===== config.mk =====
export PLATFORM = sky130hd
export DESIGN_NAME = wb_regfile
export DESIGN_NICKNAME = d
export VERILOG_FILES = /design/src/rtl/wb_regfile.sv
export SDC_FILE = /design/constraint.sdc
export NUM_CORES = 2
export LEC_CHECK = 0
export CAP_MARGIN = 10
export CORE_UTILIZATION = 61
export DETAILED_ROUTE_END_ITERATION = 10
export PLACE_DENSITY = 0.8
export SLEW_MARGIN = 20
export SYNTH_ARGS = -nofsm -noshare
export SYNTH_HDL_FRONTEND = slang
export SYNTH_SLANG_ARGS = --single-unit

===== constraint.sdc =====
create_clock -name clk -period 3.4 [get_ports clk]
set_input_delay 0.51 -clock clk [delete_from_list [all_inputs] [get_ports clk]]
set_output_delay 0.51 -clock clk [all_outputs]
set_load 0.02 [all_outputs]

===== src/rtl/wb_regfile.sv =====
// wb_regfile: write-back stage and architectural integer register file.
//
// Selects write-back data from the MEM/WB register outputs (load data or ALU
// result), commits it to the register file and serves the decode stage's two
// combinational read ports. A read of the register being committed in the
// same cycle sees the new value through a write-through bypass. A free-running
// counter tracks committed register writes.
//
// Ports:
//   clk, rst          - clock; synchronous active-high reset
//   m_data_out        - load data from MEM/WB
//   ex_result_out     - ALU/address result from MEM/WB
//   wb_reg_write_out  - register write enable from MEM/WB
//   wb_memtoreg_out   - 1 selects m_data_out, 0 selects ex_result_out
//   rd_index_out      - destination register index
//   rs1_index/rs2_index - read port indices from ID
//   rs1_data/rs2_data   - read port data (x0 reads zero)
//   wb_data           - selected write-back value, forwarded to EX
//   wb_valid          - write-back is architecturally effective this cycle
//   wr_count          - committed register writes since reset (wraps)
module wb_regfile #(
  parameter int unsigned XLEN        = 32,
  parameter int unsigned RFIDX_WIDTH = 5,
  parameter int unsigned NREGS       = 32,
  parameter int unsigned CNT_WIDTH   = 32
) (
  input  logic                   clk,
  input  logic                   rst,
  input  logic [XLEN-1:0]        m_data_out,
  input  logic [XLEN-1:0]        ex_result_out,
  input  logic                   wb_reg_write_out,
  input  logic                   wb_memtoreg_out,
  input  logic [RFIDX_WIDTH-1:0] rd_index_out,
  input  logic [RFIDX_WIDTH-1:0] rs1_index,
  input  logic [RFIDX_WIDTH-1:0] rs2_index,
  output logic [XLEN-1:0]        rs1_data,
  output logic [XLEN-1:0]        rs2_data,
  output logic [XLEN-1:0]        wb_data,
  output logic                   wb_valid,
  output logic [CNT_WIDTH-1:0]   wr_count
);

  // x0 is hardwired to zero, so only entries 1..NREGS-1 are stored.
  logic [XLEN-1:0]      regs [1:NREGS-1];
  logic [CNT_WIDTH-1:0] wr_count_q;

  always_comb begin
    wb_data  = wb_memtoreg_out ? m_data_out : ex_result_out;
    wb_valid = wb_reg_write_out && (rd_index_out != '0);
  end

  // Read ports: x0 first, then same-cycle bypass, then stored value.
  always_comb begin
    rs1_data = '0;
    if (rs1_index != '0) begin
      if (wb_valid && (rs1_index == rd_index_out))
        rs1_data = wb_data;
      else
        rs1_data = regs[rs1_index];
    end
  end

  always_comb begin
    rs2_data = '0;
    if (rs2_index != '0) begin
      if (wb_valid && (rs2_index == rd_index_out))
        rs2_data = wb_data;
      else
        rs2_data = regs[rs2_index];
    end
  end

  // Reset takes priority and discards any write presented in the same cycle.
  always_ff @(posedge clk) begin
    if (rst) begin
      regs       <= '{default: '0};
      wr_count_q <= '0;
    end else if (wb_valid) begin
      regs[rd_index_out] <= wb_data;
      wr_count_q         <= wr_count_q + CNT_WIDTH'(1);
    end
  end

  assign wr_count = wr_count_q;

endmodule


Yosys cells after proc, flatten, opt, wreduce, memory -nomap -nowiden
Index checks and enable logic that the tools add are counted.
Word-level totals
  register bits: 1024
  input port bits: 83
  output and inout port bits: 129
  logic and storage cells: 63
Cells by class
  $add $sub $neg: 1
  magnitude comparators: 4
  eq/ne operators: 2
  multiplexer cells: 14
  bitwise gates (word level): 3
  reduce and logical (&&, ||, !) cells: 7
Operators with widths (number)
  992-bit bitwise mux: 1
  32-bit binary-select mux with 5-bit select: 2
  32-bit two-way mux: 10
  32-bit demux with 5-bit select: 1
  32-bit by 1-bit adder with 32-bit output (second input constant): 1
  6-bit >= comparator (second input constant): 3
  5-bit NOT with 6-bit output: 3
  5-bit nonzero test: 3
  5-bit == test: 2
  6-bit by 1-bit less-than comparator with 1-bit output (second input constant): 1
  1-bit logical AND: 4

Longest topological paths before layout
  depth after elaboration: 6
  gate-level depth with buffers: 10
  depth with buffers taken out: 6

Worst setup path after synthesis
Ideal clock, no wire load.
  path type: input to output
  start point: in rd_index_out[2]
  end point: out rs1_data[23]
  data arrival time: 2544 ps
  required time: 2890 ps
  path slack: 346 ps
  stages on the path: 7
  buffers on the path: 3
  cells stage by stage: buf_4 or3_1 buf_6 o21ai_4 nor3_2 buf_2 o41ai_1
On the way
  longest elaborated chain between the ends: 5
  elaborated cells between the ends (all ways): 6
  classes of those cells: 1 x eq/ne; 2 x mux; 3 x reduce/logical
RTL lines
  start: declaration: line 33  | input logic [RFIDX_WIDTH-1:0] rd_index_out,
  5-bit nonzero test: line 49  | wb_valid = wb_reg_write_out && (rd_index_out != '0);
  1-bit logical AND: line 49
  1-bit logical AND (*): line 56  | if (wb_valid && (rs1_index == rd_index_out))
  32-bit two-way mux (*): line 56
  32-bit two-way mux (*): line 55  | if (rs1_index != '0) begin
  end: declaration: line 36  | output logic [XLEN-1:0] rs1_data,
Mark *: on every way between the ends. The rest lies on a longest branch, timed or not.

Worst setup path in the final report
  start point: in rs2_index[4]
  end point: out rs2_data[24]
On the way
  longest elaborated chain between the ends: 6
  elaborated cells between the ends (all ways): 9
  classes of those cells: 1 x eq/ne; 5 x mux; 1 x bitwise; 2 x reduce/logical
RTL lines
  start: declaration: line 35  | input logic [RFIDX_WIDTH-1:0] rs2_index,
  5-bit NOT with 6-bit output (not written as such): line 69  | rs2_data = regs[rs2_index];
  32-bit binary-select mux with 5-bit select: line 69
  32-bit two-way mux (not written as such) (2 in series): line 69
  32-bit two-way mux: line 66  | if (wb_valid && (rs2_index == rd_index_out))
  32-bit two-way mux (*): line 65  | if (rs2_index != '0) begin
  end: declaration: line 37  | output logic [XLEN-1:0] rs2_data,
Mark *: on every way between the ends. The rest lies on a longest branch, timed or not. The select of a mux whose other input is x is not followed.

==> impl_metrics.json <==
{
  "synth_most_common_cell": "nor2_1",
  "syn_area_um2": 52200,
  "finalSetupTns_ns": -0.0383,
  "first_pass_iters": 9,
  "fin_crit_ns": 3.44,
  "rows": 106,
  "relSlewSlack_pct": 44.3,
  "dp_hpwl_um": 129000,
  "start_kind": "input pin",
  "grt_pass1_wl_um": 300000,
  "hold_depth": 2,
  "syn_to_final_growth_pct": 20.8,
  "synth_top_cells_by_count": "1161 x nor2_1, 1094 x a211oi_1, 1024 x dfxtp_1",
  "r2r-start": "wr_count[10]",
  "r2r_slack_ns": 1.12,
  "gp_congestion": 0.974,
  "synth_async_sr_flop_share_pct": 0,
  "rr_worst_depth": 5,
  "design_area_um2": 63000,
  "yosysWarnings": 0,
  "grt_usage_pct": 45.8,
  "num_vias": 50200,
  "wirelength_um": 204000,
  "post-route-period-util_pct": 101,
  "cts_tree": "yes",
  "clock_latency_ns": 0.69,
  "drive_gt1_share_pct": 22.8,
  "vdd_drop_max_mv": 0.427,
  "synth-seq-cells": 1024,
  "dpl_cell_area_um2": 58900,
  "die_h_um": 294,
  "cpPeakStageDelay_ns": 0.51,
  "initial_core_util_pct": 62.1,
  "antenna_found_initial": 10,
  "path_cells": "clkdlybuf4s50_1 -> buf_12 -> or3b_2 -> buf_4 -> o21ai_0 -> a2111oi_0 -> buf_4 -> nor3_1 -> a21oi_2 -> buf_4",
  "path_max_fanout": 14,
  "grt_max_degree": 95,
  "synthDistinctLibCells": 62,
  "cts_root_buffer": "clkbuf_16",
  "cp.arrival_ns": 2.93,
  "nNetsFinal": 5782,
  "finalHoldViolCount": 0,
  "min_path_type": "in2reg",
  "crit_start": "rs2_index[4]",
  "clock-sinks": 1024,
  "setup_viol": 1,
  "avgRoutedWirePerCell_um": 29.5,
  "clkTransAtPathRegs_ns": 0.06,
  "ant_nets": 0,
  "hold_start": "rst",
  "cts_hold_buf": 0,
  "cts-buffers-inserted": 106,
  "drv_cap": 0,
  "cp_common_cell": "buf_4",
  "yosysTopAreaCell": "dfxtp_1",
  "die_area_um2": 86700,
  "gr-total-overflow": 0,
  "crit_type": "in2out",
  "postLayoutCoreUtil_pct": 74.9,
  "violations": "setup timing",
  "worst_hold_slack_ns": 0.441,
  "drv_slew": 0,
  "htreeDepth": 3,
  "grt_pass1_vias": 48500,
  "fillCellCount": 5616,
  "max-clock-path-buffers": 3,
  "timing_worst_slew_pin_value_ns": 0.818,
  "cp_slowest_cell": "clkdlybuf4s50_1",
  "die_w_um": 294,
  "synth_edf_count": 0,
  "worstPathRequired_ns": 2.89,
  "pin_count": 212,
  "yosysSeqAreaShare_pct": 39.3,
  "drt-initial-drc-count": 7704,
  "status": "finished, violations left",
  "syn_nets": 5580,
  "syn_inst": 5496,
  "p_leak_uw": 0.0212,
  "max_clock_freq_mhz": 291,
  "drc_errors": 0,
  "io_buffers": 211,
  "core_um2": 84100,
  "setup_ws_ns": -0.0383,
  "worst_clock_skew_ns": 0.00465,
  "yosysTopAreaCellShare_pct": 39.3,
  "syn_area_per_cell_um2": 9.49,
  "via_per_inst": 7.25,
  "synth-main-ff-cell": "dfxtp_1",
  "synth.area.top_cells": "dfxtp_1 39%, a211oi_1 16%, mux4_2 12%",
  "regArea_um2": 20500,
  "pwr_density_cell_nw_per_um2": 447,
  "cp-end-kind": "output port",
  "multi_input_area_um2": 29700
}
final cells by class:
| cell class | instances | share of cell area [%] |
|---|---|---|
| Tap cell | 1134 | 2.25 |
| Clock buffer | 156 | 4.94 |
| Inverter | 46 | 0.274 |
| Timing Repair Buffer | 748 | 12.2 |
| Multi-Input combinational cell | 3772 | 47.1 |
| Clock inverter | 35 | 0.631 |
| Sequential cell | 1024 | 32.5 |
| Antenna cell | 4 | 0.0159 |
final timing paths:
| path | end |
|---|---|
| setup / recovery | rs2_data[24] |
| hold / removal | regs[561] |
| setup reg to reg | wr_count[30] |
| hold reg to reg | wr_count[1] |
power by group:
| group | leakage (µW) | switching, µW | internal (µW) | total [µW] |
|---|---|---|---|---|
| combinational | 0.0112 | 2460 | 1510 | 3980 |
| sequential | 0.00827 | 126 | 12200 | 12300 |
| clock | 0.00174 | 5030 | 6910 | 11900 |
| total | 0.0212 | 7620 | 20600 | 28200 |
timing repair:
| item | CTS | global route |
|---|---|---|
| setup endpoints to repair | 61 | 46 |
| setup buffers | 10 | 4 |
| cloned | 0 | 1 |
| gates resized for setup | 153 | 99 |
| pin swaps | 8 | 11 |
cell usage in the layout, fill, tap and decap left out, types with 10 or more instances in the layout:
cell	instances
a221oi_2	13
o221ai_1	16
clkdlybuf4s50_1	131
clkbuf_1	24
buf_12	129
buf_4	404
nand3_1	36
dlygate4sd2_1	21
xnor2_1	29
a221oi_1	45
nor3_1	61
a22oi_1	68
a221o_1	16
dfxtp_1	1024
o21ai_0	23
and2_1	10
nor4_2	10
mux2i_1	238
nor2_1	1149
o221a_2	16
a21oi_1	83
nand2_1	82
a311oi_1	12
nand2b_1	10
clkbuf_2	18
nor4_1	56
o41ai_1	11
nor2b_1	102
o22ai_1	10
clkbuf_8	25
buf_6	16
mux4_2	288
inv_1	44
clkinv_2	20
nor2_4	31
mux2_2	115
mux2i_4	36
clkbuf_16	108
a211oi_1	1092
cells by family (layout without fill, tap and decap cells):
kind of cell | Yosys count | count (layout) | share of synthesized area (%)
flops | 1024 | 1024 | 39.3
other cells | 0 | 4 | 0
xor+xnor | 32 | 32 | 0.537
simple gates | 1606 | 1606 | 13.2
buf+inv | 700 | 985 | 5.80
mux | 678 | 678 | 20.2
compound gates | 1455 | 1455 | 21.0
fa+ha+maj | 1 | 1 | 0.0240
sequential cells by signal (all words and copies together) (netlist names):
register / flops
regs: 992
wr_count: 32
critical path, delay by kind of cell:
family          cells  cell delay [ns]
simple gates        2             0.20
buf+inv             5             1.33
compound gates      3             0.88
metrics by stage:
step                      power [µW]  std cells  setup slack [ns]
after CTS                      27900       6910           -0.0125
after global placement         16200       6709            -0.741
after floorplan                14500       5496             0.346
after global routing           28700       6915           -0.0109
final                          28200       6919           -0.0383
after detailed placement       16300       6709            -0.760
per-layer routing:
layer	GRT usage, %	part of all wire [%]	wire length, µm
met4	38.1	9.6	19500
met5	0	0.030	62
met2	65.9	41	84300
met1	55.4	34	69300
met3	15.6	15	30700
Note: power is estimated with default switching activity, not from simulation.
